`src/rtl/wasm_stack_ctrl.sv`:
```
// Operand-stack sequencer: checks a decoded instruction's stack effect, runs the ALU, then issues one pop/push command.
// Optional ALU watchdog is enabled by defining WASM_STACK_CTRL_TIMEOUT_EN.
module wasm_stack_ctrl #(
    parameter int ST_DEPTH    = 16,
    parameter int ST_WIDTH    = 32,
    parameter int DEPTH_W     = 4,
    parameter int TIMEOUT_CYC = 255
) (
    input  logic                clk,
    input  logic                rst,
    input  logic                instr_valid,
    output logic                instr_ready,
    input  logic [1:0]          instr_pop,
    input  logic                instr_push,
    input  logic                instr_bypass,
    input  logic [ST_WIDTH-1:0] instr_imm,
    output logic                alu_start,
    input  logic                alu_done,
    input  logic [ST_WIDTH-1:0] alu_result,
    output logic                st_push_num,
    output logic [3:0]          st_pop_num,
    output logic [ST_WIDTH-1:0] st_push_data,
    output logic                retire,
    output logic [DEPTH_W-1:0]  depth,
    output logic                busy,
    output logic                trap,
    output logic [1:0]          trap_code,
    input  logic                trap_clr
);

    typedef enum logic [2:0] {IDLE, EXEC, WAIT, COMMIT, TRAP} state_t;

    state_t             state, state_nxt;
    logic [1:0]         pop_q;
    logic               push_q;
    logic               accept;
    logic               underflow;
    logic               overflow;
    logic [DEPTH_W:0]   depth_ext;
    logic [DEPTH_W:0]   depth_after;

    // One extra bit so depth - pop + push cannot wrap when the stack is nearly full.
    assign depth_ext   = {1'b0, depth};
    assign depth_after = depth_ext - (DEPTH_W+1)'(instr_pop) + (DEPTH_W+1)'(instr_push);
    assign underflow   = (DEPTH_W+1)'(instr_pop) > depth_ext;
    assign overflow    = depth_after > (DEPTH_W+1)'(ST_DEPTH - 1);
    assign accept      = instr_valid && (state == IDLE);

`ifdef WASM_STACK_CTRL_TIMEOUT_EN
    logic [7:0] wait_cnt;
    logic       timeout;

    assign timeout = (wait_cnt == 8'(TIMEOUT_CYC - 1));

    always_ff @(posedge clk) begin
        if (rst) begin
            wait_cnt <= '0;
        end else if (state == EXEC) begin
            wait_cnt <= '0;
        end else if (state == WAIT && !alu_done) begin
            wait_cnt <= wait_cnt + 8'd1;
        end
    end
`else
    logic timeout;

    assign timeout = 1'b0;
`endif

    always_ff @(posedge clk) begin
        if (rst) begin
            state <= IDLE;
        end else begin
            state <= state_nxt;
        end
    end

    always_comb begin
        state_nxt = state;
        case (state)
            IDLE: begin
                if (accept) begin
                    if (underflow || overflow) begin
                        state_nxt = TRAP;
                    end else if (instr_bypass) begin
                        state_nxt = COMMIT;
                    end else begin
                        state_nxt = EXEC;
                    end
                end
            end
            EXEC:   state_nxt = WAIT;
            WAIT: begin
                if (alu_done) begin
                    state_nxt = COMMIT;
                end else if (timeout) begin
                    state_nxt = TRAP;
                end
            end
            COMMIT: state_nxt = IDLE;
            TRAP: begin
                if (trap_clr) begin
                    state_nxt = IDLE;
                end
            end
            default: state_nxt = IDLE;
        endcase
    end

    // Latched descriptor, push data, shadow depth and trap cause.
    always_ff @(posedge clk) begin
        if (rst) begin
            depth        <= '0;
            trap_code    <= 2'b00;
            st_push_data <= '0;
            pop_q        <= 2'b00;
            push_q       <= 1'b0;
        end else begin
            if (accept) begin
                pop_q  <= instr_pop;
                push_q <= instr_push;
                if (underflow) begin
                    trap_code <= 2'b01;
                end else if (overflow) begin
                    trap_code <= 2'b10;
                end else if (instr_bypass) begin
                    st_push_data <= instr_imm;
                end
            end
            if (state == WAIT && alu_done) begin
                st_push_data <= alu_result;
            end
            if (state == WAIT && !alu_done && timeout) begin
                trap_code <= 2'b11;
            end
            if (state == COMMIT) begin
                depth <= depth - DEPTH_W'(pop_q) + DEPTH_W'(push_q);
            end
            if (state == TRAP && trap_clr) begin
                trap_code <= 2'b00;
            end
        end
    end

    // Stack command is asserted only in COMMIT so the stack holds its window until then.
    assign instr_ready = (state == IDLE);
    assign alu_start   = (state == EXEC);
    assign retire      = (state == COMMIT);
    assign st_pop_num  = (state == COMMIT) ? {2'b00, pop_q} : 4'b0000;
    assign st_push_num = (state == COMMIT) ? push_q : 1'b0;
    assign busy        = (state != IDLE);
    assign trap        = (state == TRAP);

endmodule

```
`config.mk`:
```
export PLATFORM = sky130hd
export DESIGN_NAME = wasm_stack_ctrl
export DESIGN_NICKNAME = d
export VERILOG_FILES = /design/src/rtl/wasm_stack_ctrl.sv
export SDC_FILE = /design/constraint.sdc
export NUM_CORES = 1
export LEC_CHECK = 0
export CORE_ASPECT_RATIO = 0.5
export CORE_MARGIN = 2
export CORE_UTILIZATION = 43
export CTS_CLUSTER_SIZE = 8
export DETAILED_ROUTE_END_ITERATION = 12
export GPL_ROUTABILITY_DRIVEN = 0
export GPL_TIMING_DRIVEN = 0
export PLACE_DENSITY = 0.81
export SLEW_MARGIN = 20
export SYNTH_ARGS = -nofsm -noshare
export SYNTH_HDL_FRONTEND = slang
export SYNTH_SLANG_ARGS = --single-unit
```
`constraint.sdc`:
```
create_clock -name clk -period 3.07 [get_ports clk]
set_input_delay 0.4605 -clock clk [delete_from_list [all_inputs] [get_ports clk]]
set_output_delay 0.4605 -clock clk [all_outputs]
set_load 0.02 [all_outputs]
```
==> out/metrics.cfg <==
[synthesis]
ys_warn_count = 0
yosysSeqAreaShare = 0.312
netlist_instances = 363
syn-cell-area_mm2 = 0.00282
synth_cell_types = 36
synth_edf_count = 0
ys_ff_latch = 44
async_flop_share = 0
yosys_most_used_dff = dfxtp_1
postSynthAreaPerCell_um2 = 7.78

[cells_and_area]
final_cell_mix = nor2_1 (135), clkdlybuf4s50_1 (116), dfxtp_1 (44)
final_nets = 575
syn_to_final_growth_pct = 50.4
final_common_cell = nor2_1
antenna_cells = 0
drive_gt1_frac = 0.150

[critical_path]
reg2reg_depth = 10
cp.arrival_ns = 2.98
crit_path_start_kind = primary input
cp_max_fo = 10
crit_required_ns = 3.27
end_kind = flip-flop
critPathKind = primary input to flip-flop

[timing]
max_freq_ghz = 0.360
period_share = 0.906
setup_ws_ns = 0.288
setup_viol = 0
skew_ns = 0.00444
tightest_slew_ns = 0.696
maxSlewHeadroom = 0.536
final.setup.tns_ns = 0
slew_viol_final = 0
whs_ns = 0.450
period_needed_ns = 2.78
hold_violations = 0
grt_setup_unrepaired = false

[cts]
root_buffer = clkbuf_16
cts_tree = yes
clkSinkCount = 44
clk_pin_slew_worst_paths_ns = 0.06
cts_made_buffers = 5
cts_max_level = 2
clk_latency_ns = 0.28
clock_path_buffers = 2

[global_route]
antenna_found_initial = 0
grt_usage = 0.212
grt_pass1_wl_um = 12300
grt_max_degree = 13
grt_pass1_vias = 2704
grt_overflow = 0

[detailed_routing]
avgRoutedWirePerCell_um = 13.0
drtIter0Drc = 106
drcViolationCount = 0
drtAntennaViolNets = 0
wl_um = 7490
via_per_inst = 4.80
drt_pre_antenna_iters = 4
num_vias = 2763

[worst_hold_path]
holdPathStages = 2
min_path_type = flip-flop to flip-flop

[power_and_ir_drop]
combPwrFrac = 0.273
p_leak_nw = 1.62
sw_frac_of_total = 0.272
power_mw = 1.59
clkPwrFrac = 0.335
p_int_mw = 1.16
ir_drop_uv = 203
pwr_density_cell_mw_per_mm2 = 375
seqPwrFrac = 0.392
switching_power_mw = 0.432

[floorplan]
pin_count = 121
die_area_mm2 = 0.00727
core_mm2 = 0.00621
fp-row-count = 20
fp.dieW_um = 119
dieHeight_um = 61.3
initial_core_util = 0.455

[flow_run]
max_cap_violations = 0

[place]
dp_hpwl_um = 5820
dp_slack_ns = -0.0753
port_buffers = 116

[outcome]
status = completed

==> what timing repair did <==
item | 4_1_cts | 5_1_grt
resized for setup | 0 | 2
endpoints found under the setup margin | 0 | 2
buffers inserted | 0 | 0
hold buffers | 0 | 0
==> registers in the layout (all words and copies together), names as in the netlist <==
signal,flops
st_push_data,32
depth,4
state,3
pop_q,2
trap_code,2
push_q,1
==> synth_stat cells (2+ instances only) <==
cell type,number,area [µm²]
nor2b_1,2,12.5
a211oi_2,29,363
inv_1,16,60.1
buf_4,3,22.5
nand2_1,8,30.0
buf_6,7,78.8
nand3_1,4,20.0
a211oi_1,6,45.0
a21oi_1,23,115
buf_1,2,7.51
ha_1,14,175
a21o_1,2,15.0
nor2_1,135,507
nand2b_1,2,12.5
o211ai_1,2,15.0
a21oi_2,20,175
nor3b_1,2,15.0
and2_1,3,18.8
dfxtp_1,44,881
buf_2,5,25.0
clkbuf_1,15,56.3
and4_1,2,17.5
xnor2_1,4,35.0
==> path summary, 6_finish.rpt <==
kind	start	endpoint	slack (ns)
setup / recovery	instr_pop[0]	st_push_data[15]	0.29
hold / removal	trap_code[1]	trap_code[1]	0.45
setup reg to reg	depth[1]	st_push_data[15]	0.66
hold reg to reg	trap_code[1]	trap_code[1]	0.45
==> power by group through the flow <==
stage | Combinational [mW] | Clock [mW] | Sequential (mW)
global placement | 0.430 | 0 | 0.635
floorplan | 0.203 | 0 | 0.671
global route | 0.471 | 0.579 | 0.628
finish | 0.434 | 0.533 | 0.624
detailed placement | 0.435 | 0 | 0.637
CTS | 0.438 | 0.547 | 0.624
==> metrics by stage <==
step,util,cell area [µm²],std cells
floorplan,-,2830,364
global placement,0.660,4100,568
detailed placement,0.660,4100,568
CTS,0.684,4240,576
global route,0.684,4250,576
finish,0.684,4250,576
==> kinds of logic after synthesis <==
| kind of cell | after synthesis | share of synthesized area |
|---|---|---|
| AND/OR/NAND/NOR | 164 | 0.244 |
| AO/OA/AOI/OAI | 86 | 0.269 |
| buffers and inverters | 48 | 0.0887 |
| flip-flops | 44 | 0.312 |
| adder cells (fa/ha/maj) | 15 | 0.0691 |
| XOR/XNOR | 5 | 0.0155 |
| other | 1 | 0.00133 |
==> final cells by class <==
type	instances	area [µm²]
multi-input combinational	272	1700
timing repair buffer	116	1160
tap	88	110
buffer	32	191
sequential	44	881
inverter	16	60.1
clock buffer	8	146
fill	548	1960
==> per-layer routing <==
layer,global-route usage,wire [µm]
met1,0.246,3380
met2,0.406,3690
met5,0,0
met3,0.0491,318
met4,0.0629,106
==> worst max-delay path, stage by stage <==
cell and delay, ns:
clkdlybuf4s50_1 0.52, inv_1 0.06, ha_1 0.29, inv_1 0.04
ha_1 0.17, ha_1 0.17, o211ai_1 0.25, a211oi_1 0.12
nor2_1 0.21, buf_6 0.19, buf_6 0.18, a21oi_2 0.08
a211oi_2 0.23
(Power assumes the default switching activity.)
